===== src/rtl/frame_pingpong_sched.sv =====
// Ping-pong frame-buffer scheduler. Two single-port frame banks are shared
// between a pixel writer stream and the 3x3 window generator's read port.
// One bank fills while the other is read. Completed frames are handed to the
// window generator oldest first, one full frame per enable window.
module frame_pingpong_sched #(
    parameter int DATA_W = 24,
    parameter int ADDR_W = 17,
    parameter int WIDTH  = 480,
    parameter int HEIGHT = 272,
    parameter int DEPTH  = 130560
) (
    input  logic              iClk,
    input  logic              iRst,
    input  logic              iWrValid,
    input  logic              iWrSof,
    input  logic [DATA_W-1:0] iWrPixel,
    output logic              oWrReady,
    output logic              oWinEn,
    input  logic              iWinCs,
    input  logic [ADDR_W-1:0] iWinAddr,
    input  logic              iWinValid,
    output logic [DATA_W-1:0] oWinPixel,
    output logic              oB0Cs,
    output logic              oB0We,
    output logic [ADDR_W-1:0] oB0Addr,
    output logic [DATA_W-1:0] oB0Wdata,
    input  logic [DATA_W-1:0] iB0Rdata,
    output logic              oB1Cs,
    output logic              oB1We,
    output logic [ADDR_W-1:0] oB1Addr,
    output logic [DATA_W-1:0] oB1Wdata,
    input  logic [DATA_W-1:0] iB1Rdata,
    output logic              oRdBank,
    output logic              oFrameDone,
    output logic              oDrop
);

    // Frame length is clamped to the bank size so a mis-set WIDTH/HEIGHT can
    // never address past the end of a bank.
    localparam int FRAME_PIX = (WIDTH * HEIGHT < DEPTH) ? WIDTH * HEIGHT : DEPTH;
    localparam int VCNT_W    = (DEPTH > 1) ? $clog2(DEPTH) : 1;
    localparam logic [ADDR_W-1:0] LAST_ADDR = ADDR_W'(FRAME_PIX - 1);
    localparam logic [VCNT_W-1:0] LAST_VCNT = VCNT_W'(FRAME_PIX - 1);

    typedef enum logic [1:0] {BANK_FREE, BANK_FILL, BANK_READY, BANK_READ} bankState_t;
    typedef enum logic [1:0] {RD_IDLE, RD_RUN, RD_GAP} rdState_t;

    bankState_t        rBankSt [2];
    logic              rOlder;
    rdState_t          rRdState;
    logic [VCNT_W-1:0] rVldCnt;

    logic [ADDR_W-1:0] rWrCnt;
    logic              rWrCs;
    logic              rWrBank;
    logic [ADDR_W-1:0] rWrAddr;
    logic [DATA_W-1:0] rWrData;
    logic              rFillDone;

    logic              fillAny;
    logic              fillBank;
    logic              fillActive;
    logic              free0;
    logic              anyFree;
    logic              freeBank;
    logic              wrXfer;
    logic              wrHit;
    logic              wrTgt;
    logic [ADDR_W-1:0] wrAddr;
    logic              wrLast;
    logic              wrDropNow;
    logic              claim;
    logic              ready0;
    logic              ready1;
    logic              selBank;
    logic              rdStart;
    logic              rdEnd;

    assign fillAny  = (rBankSt[0] == BANK_FILL) || (rBankSt[1] == BANK_FILL);
    assign fillBank = (rBankSt[1] == BANK_FILL);
    // While the last write of a frame is still issuing, its bank stops
    // accepting pixels; a new SOF may already claim the other bank.
    assign fillActive = fillAny & ~rFillDone;
    assign free0    = (rBankSt[0] == BANK_FREE);
    assign anyFree  = free0 || (rBankSt[1] == BANK_FREE);
    assign freeBank = free0 ? 1'b0 : 1'b1;

    assign oWrReady  = fillActive | anyFree;
    assign wrXfer    = iWrValid & oWrReady;
    assign wrHit     = wrXfer & (fillActive | iWrSof);
    assign wrTgt     = fillActive ? fillBank : freeBank;
    assign wrAddr    = (iWrSof || !fillActive) ? '0 : rWrCnt;
    assign wrLast    = (wrAddr == LAST_ADDR);
    assign claim     = wrXfer & ~fillActive & iWrSof;
    // Pixel with no frame open, or an SOF that restarts the open frame.
    assign wrDropNow = wrXfer & (fillActive ? iWrSof : ~iWrSof);

    assign ready0  = (rBankSt[0] == BANK_READY);
    assign ready1  = (rBankSt[1] == BANK_READY);
    assign selBank = (ready0 && ready1) ? rOlder : ready1;
    assign rdStart = (rRdState == RD_IDLE) && (ready0 || ready1);
    assign rdEnd   = (rRdState == RD_RUN) && iWinValid && (rVldCnt == LAST_VCNT);

    // Bank ownership: writer claims/completes, reader takes/releases.
    // NOTE: every register uses <= so all blocks sample the same pre-edge
    // state; blocking assignments here would create order-dependent races.
    always_ff @(posedge iClk or posedge iRst) begin
        if (iRst) begin
            rBankSt[0] <= BANK_FREE;
            rBankSt[1] <= BANK_FREE;
            rOlder     <= 1'b0;
        end else begin
            if (claim) begin
                rBankSt[freeBank] <= BANK_FILL;
            end
            if (rFillDone) begin
                rBankSt[fillBank] <= BANK_READY;
                if (rBankSt[~fillBank] != BANK_READY) begin
                    rOlder <= fillBank;
                end
            end
            if (rdStart) begin
                rBankSt[selBank] <= BANK_READ;
            end
            if (rdEnd) begin
                rBankSt[oRdBank] <= BANK_FREE;
            end
        end
    end

    // Writer: registered write port, address counter and drop pulse.
    always_ff @(posedge iClk or posedge iRst) begin
        if (iRst) begin
            rWrCnt    <= '0;
            rWrCs     <= 1'b0;
            rWrBank   <= 1'b0;
            rWrAddr   <= '0;
            rWrData   <= '0;
            rFillDone <= 1'b0;
            oDrop     <= 1'b0;
        end else begin
            rWrCs     <= wrHit;
            rFillDone <= wrHit & wrLast;
            oDrop     <= wrDropNow;
            if (wrHit) begin
                rWrBank <= wrTgt;
                rWrAddr <= wrAddr;
                rWrData <= iWrPixel;
                rWrCnt  <= wrLast ? '0 : wrAddr + ADDR_W'(1);
            end
        end
    end

    // Reader FSM: pick the oldest READY bank, gate the window for one frame.
    always_ff @(posedge iClk or posedge iRst) begin
        if (iRst) begin
            rRdState   <= RD_IDLE;
            rVldCnt    <= '0;
            oRdBank    <= 1'b0;
            oWinEn     <= 1'b0;
            oFrameDone <= 1'b0;
        end else begin
            oFrameDone <= 1'b0;
            case (rRdState)
                RD_IDLE: begin
                    if (rdStart) begin
                        oRdBank  <= selBank;
                        oWinEn   <= 1'b1;
                        rVldCnt  <= '0;
                        rRdState <= RD_RUN;
                    end
                end
                RD_RUN: begin
                    if (rdEnd) begin
                        oWinEn     <= 1'b0;
                        oFrameDone <= 1'b1;
                        rRdState   <= RD_GAP;
                    end else if (iWinValid) begin
                        rVldCnt <= rVldCnt + VCNT_W'(1);
                    end
                end
                RD_GAP:  rRdState <= RD_IDLE;
                default: rRdState <= RD_IDLE;
            endcase
        end
    end

    // Bank port steering: filling bank gets the write port, reading bank the
    // window's read port, anything else is held quiet.
    // NOTE: every output gets a default before the branches so no path can
    // leave one unassigned and infer a latch.
    always_comb begin
        oB0Cs    = 1'b0;
        oB0We    = 1'b0;
        oB0Addr  = '0;
        oB0Wdata = '0;
        oB1Cs    = 1'b0;
        oB1We    = 1'b0;
        oB1Addr  = '0;
        oB1Wdata = '0;
        if (rWrCs && !rWrBank) begin
            oB0Cs    = 1'b1;
            oB0We    = 1'b1;
            oB0Addr  = rWrAddr;
            oB0Wdata = rWrData;
        end else if (rRdState == RD_RUN && !oRdBank) begin
            oB0Cs   = iWinCs;
            oB0Addr = iWinAddr;
        end
        if (rWrCs && rWrBank) begin
            oB1Cs    = 1'b1;
            oB1We    = 1'b1;
            oB1Addr  = rWrAddr;
            oB1Wdata = rWrData;
        end else if (rRdState == RD_RUN && oRdBank) begin
            oB1Cs   = iWinCs;
            oB1Addr = iWinAddr;
        end
    end

    assign oWinPixel = oRdBank ? iB1Rdata : iB0Rdata;

endmodule


===== config.mk =====
export PLATFORM = sky130hd
export DESIGN_NAME = frame_pingpong_sched
export DESIGN_NICKNAME = d
export VERILOG_FILES = /design/src/rtl/frame_pingpong_sched.sv
export SDC_FILE = /design/constraint.sdc
export NUM_CORES = 1
export LEC_CHECK = 0
export CORE_MARGIN = 3
export CORE_UTILIZATION = 60
export DETAILED_ROUTE_END_ITERATION = 7
export DONT_BUFFER_PORTS = 1
export PLACE_DENSITY = 0.79
export SLEW_MARGIN = 10
export SYNTH_ARGS = -nofsm -noshare
export SYNTH_HDL_FRONTEND = slang
export SYNTH_SLANG_ARGS = --single-unit

===== constraint.sdc =====
create_clock -name iClk -period 5.2 [get_ports iClk]
set_clock_uncertainty 0.2 [all_clocks]
set_input_delay 0.78 -clock iClk [delete_from_list [all_inputs] [get_ports iClk]]
set_output_delay 0.78 -clock iClk [all_outputs]
set_load 0.05 [all_outputs]

==> metrics.log, run 1 <==
[metrics] status: finished, final reports clean
[metrics] summed negative setup slack over all endpoints: 0 ns
[metrics] kind of end point of the critical path: output port
[metrics] first-pass detailed-route iteration total: 4
[metrics] net switching power figure: just over 0.5 mW
[metrics] post-synthesis area per instance: between 8 and 9 sq um
[metrics] number of warnings reported in the yosys synthesis log: 0
[metrics] buffers added on ports: 0
[metrics] Die Outline Area: 0.00980 sq mm
[metrics] number of H-tree levels: 3
[metrics] share of the cycle needed by the critical path after routing: about 79%
[metrics] cell-by-cell listing of the critical path: and2_1, buf_4, nor3_2, a22o_1
[metrics] Via-to-Cell Ratio: around 6.5
[metrics] synth-to-layout area growth: 4.51%
[metrics] core utilization of the finished layout: 65.3%
[metrics] peak fanout along the critical path: 26
[metrics] clock tree from TritonCTS: yes
[metrics] post-synthesis instance area: around 0.0052 sq mm
[metrics] number of enable flip-flop cells after synthesis: 0
[metrics] proportion of power drawn by the clock network: between 30% and 40%
[metrics] total gr overflow: 0
[metrics] Filler Cell Count: about 710
[metrics] Seq/Total Area, Yosys: between 40% and 50%
[metrics] number of nets in the layout: 664
[metrics] P per Cell Area: about 280 mW/mm^2
[metrics] post-route total power: about 1.5 mW
[metrics] wire length of the first global-routing pass: 21.6 mm
[metrics] clock-pin slew on the worst setup and hold paths: around 0.1 ns
[metrics] combinational cell fraction of total power: roughly 17%
[metrics] Ports: between 200 and 250
[metrics] Detail Route Antenna Nets: 0
[metrics] Non-Filler Instances: roughly 680
[metrics] count of hold buffers inserted by post-cts repair: 0
[metrics] detailed-route wire length per cell: approximately 20 um
[metrics] die height: just under 100 um
[metrics] Cells after DPL: 659
[metrics] Die Wd: 99.0 um
[metrics] Antenna Diode Count: 0
[metrics] Syn Nets: 683
[metrics] relative contribution of sequential cells to total power: 52.1%
[metrics] total vias in the final route: 4,359
[metrics] placed cell area: 0.00523 sq mm
[metrics] remaining design rule violation count: 0
[metrics] proportion of total power due to net switching: 33.4%
[metrics] post-CTS setup buffer count: 0
[metrics] class of the most critical setup path: reg2out
[metrics] via count of the first global-routing pass: just over 4,000
[metrics] share of cells above drive strength 1: between 10% and 20%
[metrics] Synth Register Bits: between 80 and 90
[metrics] First DRT Iteration DRCs: ~230
[metrics] Worst slew margin: between 15 and 20%
[metrics] leading cell type in the layout, fill and taps excluded: sky130_fd_sc_hd__nand2_1
[metrics] gp weighted congestion: around 0.85
[metrics] clock buffer depth: 2
[metrics] detailed-placement wirelength estimate: 9.78 mm
[metrics] Design Area, Final: roughly 0.0054 sq mm
[metrics] startpoint type of the worst setup path: flop
[metrics] largest net degree at the start of global routing: 74
[metrics] # rows: 33
[metrics] Final Critical Period: just over 4 ns
[metrics] post-detailed-routing wire length: between 10 and 15 mm
[metrics] Worst-Skew Late Latency: about 0.37 ns
[metrics] reported leakage power: between 2 and 2.5 nW
[metrics] Cell variety after synth: 64
[metrics] max-slew violations: 0
[metrics] data arrival time of the critical path: between 3 and 4 ns
[metrics] Post-Synthesis Cells: 584
[metrics] number of CTS-inserted buffers: 9
[metrics] cell at the root of the clock tree: sky130_fd_sc_hd__clkbuf_8
[metrics] setup violators final: 0
[metrics] CP peak stage delay: 0.98 ns
[metrics] CTS resizes: 0
[metrics] CTS sink count: 89
[metrics] number of max-cap violations: 0
[metrics] top flip-flop cell by instance count after synthesis: sky130_fd_sc_hd__dfrtp_1
[metrics] Slowest cell on crit path: sky130_fd_sc_hd__nor3_2
[metrics] all-layer global routing usage: 27.4%
[metrics] core region area: between 0.008 and 0.009 sq mm
[metrics] antenna violations before repair: 0
[metrics] number of failing hold endpoints at the final stage: 0
[metrics] maximum resistive drop on vdd: about 0.14 mV
[metrics] internal power summed over all cells: ~1.0 mW
[metrics] effective utilization at floorplan: between 60% and 70%
[metrics] Least-Margin Pin Slew: between 1 and 1.5 ns
[metrics] required time reported for the critical path endpoint: 4.22 ns
[metrics] class of the tightest hold or removal check: in2async
[metrics] share of async-settable or async-resettable flops after synthesis: 100%
[metrics] top achievable clock speed: ~0.24 GHz
[metrics] commonest cells after routing, fill and taps aside: 134 x sky130_fd_sc_hd__nand2_1, 89 x sky130_fd_sc_hd__dfrtp_1, 36 x sky130_fd_sc_hd__a22o_1
[metrics] RSZ-0062 raised after global routing: no
## final timing paths
| check | start | to | slack [ns] | depth (start not counted) |
|---|---|---|---|---|
| setup / recovery | rWrCs | oB1Addr[16] | 1.10 | 4 |
| hold / removal | iRst | rWrData[0] | 0.02 | 1 |
| setup reg to reg | rBankSt[1] | rWrCnt[15] | 1.63 | 13 |
| min in group iClk | rWrData[23] | rWrData[23] | 0.30 | 2 |
| hold reg to reg | rWrData[23] | rWrData[23] | 0.30 | 2 |
| max in group asynchronous | iRst | rWrAddr[12] | 3.62 | 2 |
## metal layers
layer / vias to the layer above / part of all wire, % / global-route usage (%)
met5: - / 0 / 0
li1: 2030 / - / -
met3: 19 / 6.3 / 5.52
met4: 0 / 1.7 / 7.35
met2: 165 / 48 / 44.2
met1: 2145 / 44 / 38.1
## Yosys cell counts, types with 2 or more instances
master / n / area (sq um)
sky130_fd_sc_hd__a31o_2: 3 / 26.3
sky130_fd_sc_hd__a22o_1: 36 / 315
sky130_fd_sc_hd__nor3_2: 2 / 20.0
sky130_fd_sc_hd__xnor2_1: 6 / 52.6
sky130_fd_sc_hd__inv_1: 14 / 52.6
sky130_fd_sc_hd__a2111oi_2: 2 / 30.0
sky130_fd_sc_hd__a21oi_1: 23 / 115
sky130_fd_sc_hd__buf_2: 8 / 40.0
sky130_fd_sc_hd__o31ai_1: 3 / 22.5
sky130_fd_sc_hd__a2111oi_4: 2 / 55.1
sky130_fd_sc_hd__ha_1: 4 / 50.1
sky130_fd_sc_hd__nor3_1: 2 / 10.0
sky130_fd_sc_hd__nand3_1: 17 / 85.1
sky130_fd_sc_hd__and3_1: 27 / 169
sky130_fd_sc_hd__nor2b_1: 2 / 12.5
sky130_fd_sc_hd__and4_1: 2 / 17.5
sky130_fd_sc_hd__nor4_2: 2 / 25.0
sky130_fd_sc_hd__dfrtp_1: 89 / 2230
sky130_fd_sc_hd__nor4_1: 3 / 18.8
sky130_fd_sc_hd__a31oi_1: 14 / 87.6
sky130_fd_sc_hd__nor2_1: 21 / 78.8
sky130_fd_sc_hd__nand2b_1: 8 / 50.1
sky130_fd_sc_hd__nand2_1: 134 / 503
sky130_fd_sc_hd__mux2_2: 25 / 282
sky130_fd_sc_hd__clkbuf_1: 26 / 97.6
sky130_fd_sc_hd__nand4_1: 7 / 43.8
sky130_fd_sc_hd__and2_1: 30 / 188
sky130_fd_sc_hd__a31o_1: 3 / 26.3
sky130_fd_sc_hd__o21ai_0: 33 / 165
sky130_fd_sc_hd__a41oi_1: 2 / 17.5
## state kept, by name, indices dropped and copies added (netlist names)
register	cells
rWrCnt	17
rWrCs	1
oRdBank	1
rWrData	24
oWinEn	1
rVldCnt	17
oFrameDone	1
rBankSt	4
rWrAddr	17
rRdState	2
rOlder	1
rFillDone	1
rWrBank	1
oDrop	1
## stage by stage
step | hold WS, ns | worst slack [ns]
floorplan | 0.251 | 1.83
global placement | 0.267 | 1.63
detailed placement | 0.276 | 1.56
CTS | 0.0199 | 1.14
global route | 0.0214 | 0.933
finish | 0.0160 | 1.10
## kinds of logic (layout without fill, tap and decap cells)
| kind of cell | count (synthesis) | in the layout | synth area share (%) |
|---|---|---|---|
| AOI/OAI and AO/OA | 137 | 137 | 19.6 |
| xor gates and xnor gates | 7 | 7 | 1.18 |
| adders and majority gates | 4 | 4 | 0.965 |
| buffers and inverters | 51 | 37 | 4.10 |
| DFF | 89 | 89 | 42.9 |
| muxes | 26 | 26 | 5.62 |
| and+or+nand+nor | 270 | 270 | 25.6 |
## power groups by stage
stage | logic [mW] | clock network, mW | registers (mW)
after floorplan | 0.229 | 0 | 0.788
after global placement | 0.249 | 0 | 0.797
after global routing | 0.286 | 0.511 | 0.798
after detailed placement | 0.259 | 0 | 0.801
after CTS | 0.261 | 0.476 | 0.787
final | 0.260 | 0.466 | 0.790
## critical path, delay by kind of cell (launching register included)
family,cells,cell delay [ns]
AND/OR/NAND/NOR,2,1.26
buffers and inverters,1,0.25
AO/OA/AOI/OAI,1,0.60
flip-flops,1,0.63
## cell type report
type | instances | area (sq um) | share of cell area, %
Clock buffer | 9 | 124 | 2.28
Clock inverter | 7 | 68.8 | 1.27
Inverter | 14 | 53.8 | 0.992
Multi-Input combinational cell | 444 | 2770 | 51.0
Sequential cell | 89 | 2230 | 41.1
Tap cell | 105 | 131 | 2.42
Timing Repair Buffer | 7 | 52.6 | 0.969
Power figures use the tool's default switching activity.
==> run 2, diff against run 1 <==
CORE_UTILIZATION = 58   (was 60)
clock period = 3.5 ns   (was 5.2 ns; I/O delays follow)
==> metrics.log, run 2 (synthesis gave the netlist of run 1 again) <==
[metrics] wire length of the first global-routing pass: 22.2 mm (+2.9%)
[metrics] status: finished, final reports clean
[metrics] remaining design rule violation count: 0 (unchanged)
[metrics] Slowest cell on crit path: sky130_fd_sc_hd__dfrtp_1
[metrics] detailed-placement wirelength estimate: 10.4 mm (+6.4%)
[metrics] first-pass detailed-route iteration total: 5 (+1)
[metrics] cell at the root of the clock tree: sky130_fd_sc_hd__clkbuf_8
[metrics] Worst slew margin: 43.3% (+27 points)
[metrics] number of flip-flops in the largest register: 24 (unchanged)
[metrics] min setup slack post-route: 0.276 ns (-0.826 ns)
[metrics] commonest cells after routing, fill and taps aside: 134 x sky130_fd_sc_hd__nand2_1, 89 x sky130_fd_sc_hd__dfrtp_1, 36 x sky130_fd_sc_hd__a22o_1
[metrics] Design Area, Final: 0.00614 sq mm (+13%)
[metrics] top achievable clock speed: about 0.31 GHz
[metrics] total gr overflow: 0 (unchanged)
[metrics] largest register by flop count: rWrData
[metrics] data arrival time of the critical path: 3.25 ns (+0.13 ns)
[metrics] Die Wd: 101 um (+1.6%)
[metrics] share of cells above drive strength 1: 18.7% (+5.9 points)
[metrics] Ports: 210 (unchanged)
[metrics] all-layer global routing usage: 27.5% (+0.081 points)
[metrics] number of failing hold endpoints at the final stage: 0 (unchanged)
[metrics] post-detailed-routing wire length: 14.1 mm (+4.4%)
[metrics] Die Outline Area: 0.0101 sq mm (+3.2%)
[metrics] antenna violations before repair: 0 (unchanged)
[metrics] reported leakage power: 2.80 nW (+14%)
[metrics] class of the tightest hold or removal check: in2reg
[metrics] number of H-tree levels: 3 (unchanged)
[metrics] kind of cell adding the most delay to the critical path: simple AND/OR/NAND/NOR gates
[metrics] cell-by-cell listing of the critical path: nand2b_1, nand2_1, nand2_1, inv_1, ha_1, and2_1, ha_1, nand4_1, nor4_4, a21oi_2, a41oi_1, a31oi_1
[metrics] required time reported for the critical path endpoint: 3.53 ns (-0.69 ns)
[metrics] post-placement worst setup slack: 0.171 ns (-1.39 ns)
[metrics] CP peak stage delay: 0.42 ns (-0.56 ns)
[metrics] flop2flop setup slack: 0.28 ns (-1.35 ns)
[metrics] number of nets in the layout: 705 (+6.2%)
[metrics] largest net degree at the start of global routing: 90 (+22%)
[metrics] Crit path buffers/inverters: 1 (unchanged)
[metrics] synth-to-layout area growth: 18.3%
[metrics] Least-Margin Pin Slew: 0.843 ns (-0.405 ns)
[metrics] clock tree from TritonCTS: yes
[metrics] via count of the first global-routing pass: 4,388 (+7.1%)
[metrics] total vias in the final route: 4,607 (+5.7%)
[metrics] # rows: 33 (unchanged)
[metrics] core region area: 0.00846 sq mm (+2.0%)
[metrics] number of max-cap violations: 0 (unchanged)
[metrics] maximum resistive drop on vdd: 0.281 mV (+100%)
[metrics] share of the cycle needed by the critical path after routing: 92.1%
[metrics] post-CTS setup buffer count: 0 (unchanged)
[metrics] peak fanout along the critical path: 11 (-58%)
[metrics] buffers added on ports: 0 (unchanged)
[metrics] die height: 101 um (+1.6%)
[metrics] class of the most critical setup path: reg2reg
[metrics] effective utilization at floorplan: 61.3% (-1.2 points)
[metrics] summed negative setup slack over all endpoints: 0 ns (unchanged)
[metrics] post-route total power: 2.30 mW (+51%)
[metrics] detailed-route wire length per cell: 19.7 um (-1.6%)
[metrics] Via-to-Cell Ratio: 6.43 (-0.36%)
[metrics] Worst-Skew Late Latency: 0.36 ns (about the same)
[metrics] Final Critical Period: approximately 3.2 ns
[metrics] max-slew violations: 0 (unchanged)
[metrics] kind of end point of the critical path: flop
[metrics] First DRT Iteration DRCs: 320 (+42%)
[metrics] clock buffer depth: 2 (unchanged)
[metrics] CTS sink count: 89 (unchanged)
[metrics] startpoint type of the worst setup path: flop
[metrics] clock-pin slew on the worst setup and hold paths: 0.10 ns (about the same)
[metrics] RSZ-0062 raised after global routing: no
[metrics] P per Cell Area: 374 mW/mm^2 (+34%)
[metrics] number of CTS-inserted buffers: 9 (unchanged)
[metrics] setup violators final: 0 (unchanged)
[metrics] Detail Route Antenna Nets: 0 (unchanged)
[metrics] core utilization of the finished layout: 72.5% (+7.2 points)
[metrics] Antenna Diode Count: 0 (unchanged)
[metrics] leading cell type in the layout, fill and taps excluded: sky130_fd_sc_hd__nand2_1
[metrics] placed cell area: 0.00592 sq mm (+13%)
[metrics] gp weighted congestion: 0.997 (+18%)
## run 2: power breakdown
group	switching, mW	internal [mW]
clock network	0.412	0.279
logic	0.273	0.161
registers	0.0776	1.09
total	0.762	1.53
## run 2: repair_timing
item | 4_1_cts | 5_1_grt
gates resized for setup | 0 | 3
hold endpoints to repair | 89 | 0
setup endpoints to repair | 0 | 10
hold buffers | 1 | 0
## run 2: area by class of cell
cell class / count / area, sq um
Clock inverter: 7 / 67.6
Tap cell: 105 / 131
Inverter: 14 / 53.8
Timing Repair Buffer: 48 / 751
Multi-Input combinational cell: 444 / 2780
Clock buffer: 9 / 124
Fill cell: 611 / 2330
Sequential cell: 89 / 2230
## run 2: through the flow
step,cells,hold WS (ns)
after floorplan,584,0.251
after global placement,699,0.252
after detailed placement,699,0.258
after CTS,716,0.0518
after global routing,716,0.0483
final,716,0.0592
## run 2: final timing paths
check | startpoint | end | depth (start not counted)
setup / recovery | rBankSt[1] | rWrCnt[15] | 12
hold / removal | iWrPixel[16] | rWrData[16] | 2
setup reg to reg | rBankSt[1] | rWrCnt[15] | 12
hold reg to reg | rWrBank | rWrBank | 2
max in group asynchronous | iRst | rWrData[19] | 3
min in group asynchronous | iRst | rWrData[0] | 3
## run 2: per-layer routing
layer | wire [um] | global-route usage, %
met1 | 5600 | 34.7
met2 | 7180 | 47.1
met3 | 1060 | 6.37
met4 | 241 | 8.29
met5 | 0 | 0
==> run 3, diff against run 2 <==
ABC_AREA = 1   (was unset)
PLACE_DENSITY = 0.82   (was 0.79)
==> metrics.log, run 3 <==
[metrics] detailed-placement wirelength estimate: 11.7 mm (+12%)
[metrics] Synth Register Bits: 89 (unchanged)
[metrics] Post-Synthesis Cells: 787 (+35%)
[metrics] clock buffer depth: 2 (unchanged)
[metrics] buffers added on ports: 0 (unchanged)
[metrics] share of the cycle needed by the critical path after routing: 92.0% (-0.15 points)
[metrics] number of CTS-inserted buffers: 9 (unchanged)
[metrics] die height: 103 um (+2.1%)
[metrics] Antenna Diode Count: 0 (unchanged)
[metrics] remaining design rule violation count: 0 (unchanged)
[metrics] startpoint type of the worst setup path: flop
[metrics] number of H-tree levels: 3 (unchanged)
[metrics] post-detailed-routing wire length: 15.8 mm (+12%)
[metrics] Worst-Skew Late Latency: 0.36 ns (about the same)
[metrics] leading cell type in the layout, fill and taps excluded: sky130_fd_sc_hd__nand2_1
[metrics] first-pass detailed-route iteration total: 5 (unchanged)
[metrics] total vias in the final route: 5,539 (+20%)
[metrics] cell at the root of the clock tree: sky130_fd_sc_hd__clkbuf_8
[metrics] number of enable flip-flop cells after synthesis: 0 (unchanged)
[metrics] number of warnings reported in the yosys synthesis log: 0 (unchanged)
[metrics] largest register by flop count: rWrData
[metrics] Ports: 210 (unchanged)
[metrics] dominant cell type by count on the critical path: sky130_fd_sc_hd__buf_4
[metrics] summed negative setup slack over all endpoints: 0 ns (unchanged)
[metrics] share of async-settable or async-resettable flops after synthesis: 100% (unchanged)
[metrics] number of flip-flops in the largest register: 24 (unchanged)
[metrics] Slowest cell on crit path: sky130_fd_sc_hd__dfrtp_1
[metrics] clock tree from TritonCTS: yes
[metrics] Seq/Total Area, Yosys: 41.1% (-1.8 points)
[metrics] core region area: 0.00889 sq mm (+5.0%)
[metrics] class of the most critical setup path: reg2out
[metrics] final hold slack: -0.0139 ns (-0.0731 ns)
[metrics] most repeated cell in the gate-level netlist after synthesis: sky130_fd_sc_hd__nand2_1
[metrics] peak fanout along the critical path: 17 (+6)
[metrics] class of the tightest hold or removal check: in2async
[metrics] top achievable clock speed: 0.311 GHz (+0.16%)
[metrics] maximum resistive drop on vdd: 0.241 mV (-14%)
[metrics] post-synthesis instance area: 0.00542 sq mm (+4.4%)
[metrics] area share of the leading cell type in the synthesized netlist: 41.1% (-1.8 points)
[metrics] share of cells above drive strength 1: 18.6% (-0.085 points)
[metrics] CTS resizes: 0 (unchanged)
[metrics] Final Critical Period: 3.22 ns (-0.00515 ns)
[metrics] cell-by-cell listing of the critical path: buf_4, nand2_1, o22ai_1, buf_4
[metrics] wire length of the first global-routing pass: 23.4 mm (+5.6%)
[metrics] antenna violations before repair: 0 (unchanged)
[metrics] Syn Nets: 886 (+30%)
[metrics] RSZ-0062 raised after global routing: no
[metrics] core utilization of the finished layout: 72.5% (about the same)
[metrics] P per Cell Area: 335 mW/mm^2 (-10%)
[metrics] reported leakage power: 3.32 nW (+19%)
[metrics] detailed-route wire length per cell: 15.9 um (-19%)
[metrics] total gr overflow: 0 (unchanged)
[metrics] # rows: 34 (+3.0%)
[metrics] max-slew violations: 0 (unchanged)
[metrics] dominant cell type by area after synthesis: sky130_fd_sc_hd__dfrtp_1
[metrics] Detail Route Antenna Nets: 0 (unchanged)
[metrics] setup violators final: 0 (unchanged)
[metrics] Cell variety after synth: 38 (-41%)
[metrics] Worst slew margin: 22.8% (-21 points)
[metrics] post-CTS setup buffer count: 0 (unchanged)
[metrics] number of max-cap violations: 0 (unchanged)
[metrics] effective utilization at floorplan: 60.9% (-0.35 points)
[metrics] Via-to-Cell Ratio: 5.59 (-13%)
[metrics] kind of end point of the critical path: output port
[metrics] synth-to-layout area growth: 19.0%
[metrics] synth cell count leaders: 256 x sky130_fd_sc_hd__nand2_1, 90 x sky130_fd_sc_hd__nor2_1, 89 x sky130_fd_sc_hd__dfrtp_1, 85 x sky130_fd_sc_hd__o21ai_0, 84 x sky130_fd_sc_hd__inv_1
[metrics] post-synthesis area per instance: 6.89 sq um (-23%)
[metrics] number of nets in the layout: 977 (+39%)
[metrics] data arrival time of the critical path: 2.49 ns (-0.76 ns)
[metrics] largest net degree at the start of global routing: 61 (-32%)
[metrics] Die Wd: 103 um (+2.1%)
[metrics] CP peak stage delay: 0.61 ns (+0.19 ns)
[metrics] required time reported for the critical path endpoint: 2.77 ns (-0.76 ns)
[metrics] top flip-flop cell by instance count after synthesis: sky130_fd_sc_hd__dfrtp_1
[metrics] failing checks: hold timing
[metrics] First DRT Iteration DRCs: 239 (-25%)
[metrics] gp weighted congestion: 0.932 (-6.6%)
[metrics] all-layer global routing usage: 28.2% (+0.68 points)
[metrics] CTS sink count: 89 (unchanged)
[metrics] count of hold buffers inserted by post-cts repair: 0 (-1)
[metrics] status: complete, but fails checks
[metrics] Least-Margin Pin Slew: 1.15 ns (+0.312 ns)
[metrics] Die Outline Area: 0.0105 sq mm (+4.2%)
[metrics] clock-pin slew on the worst setup and hold paths: 0.09 ns (about the same)
[metrics] commonest cells after routing, fill and taps aside: 254 x sky130_fd_sc_hd__nand2_1, 113 x sky130_fd_sc_hd__buf_4, 90 x sky130_fd_sc_hd__nor2_1
[metrics] cell types with the largest area share after synthesis: sky130_fd_sc_hd__dfrtp_1 41%, sky130_fd_sc_hd__nand2_1 18%, sky130_fd_sc_hd__o21ai_0 7.9%
[metrics] number of failing hold endpoints at the final stage: 41 (+41)
[metrics] via count of the first global-routing pass: 5,012 (+14%)
run 3: changes by cell type after synthesis, sizes merged, moves of 14 or more:
cell,change
inv,+75
nand2,+127
and3,-27
a31oi,-14
nor2,+75
a21oi,-15
mux2,-25
o22ai,+16
o21ai,+58
nand3,+33
and2,-30
a22o,-36
run 3: stage by stage:
step	setup WS [ns]	hold WS [ns]	instance area (sq um)	power, mW	std cells
after global routing	0.150	0.0346	6450	2.26	991
after floorplan	0.468	0.249	5420	1.40	787
after global placement	0.710	0.271	6260	1.48	975
final	0.281	-0.0139	6450	2.16	991
after CTS	0.286	0.00914	6450	2.17	991
after detailed placement	0.511	0.270	6260	1.50	975
run 3: cells by family after synthesis:
family,synth area share [%]
simple gates,33.7
buf+inv,9.84
compound gates,12.3
flops,41.1
xor+xnor,2.10
fa+ha+maj,0.924
run 3: where the power goes:
group          internal (mW)  switching, mW  leakage, nW
Sequential              1.09         0.0570         1.12
Clock                  0.300          0.378       0.0919
Combinational          0.109          0.232         2.11
Total                   1.49          0.667         3.32
run 3: worst max-delay path, delay by kind of cell, from the launching register on:
family	cells	cell delay, ns
AOI/OAI and AO/OA	1	0.35
DFF	1	0.61
and+or+nand+nor	1	0.49
buffers and inverters	2	0.68
run 3: final timing paths:
path	startpoint	end	slack (ns)	cells past startpoint
setup / recovery	oRdBank	oB1Addr[15]	0.28	4
min in group iClk	iWrPixel[8]	rWrData[8]	0.08	2
hold reg to reg	rWrCnt[1]	rWrCnt[1]	0.29	2
setup reg to reg	rBankSt[1]	rWrCnt[7]	0.48	14
max in group asynchronous	iRst	rWrCnt[16]	2.34	2
hold / removal	iRst	rWrData[15]	-0.01	1
run 3: cell type report:
| class | count | area [sq um] |
|---|---|---|
| fill | 693 | 2440 |
| clock inverter | 5 | 37.5 |
| clock buffer | 11 | 151 |
| inverter | 91 | 343 |
| tap | 108 | 135 |
| multi-input combinational | 572 | 2660 |
| sequential | 89 | 2230 |
| timing repair buffer | 115 | 888 |
run 3: per-layer routing:
layer  vias up  global-route usage, %  share of wire [%]
met5         -                      0                  0
met2       236                   50.5                 53
met3        31                   4.40                6.1
met4         0                   8.48                1.8
met1      2600                   35.0                 39
li1       2672                      -                  -
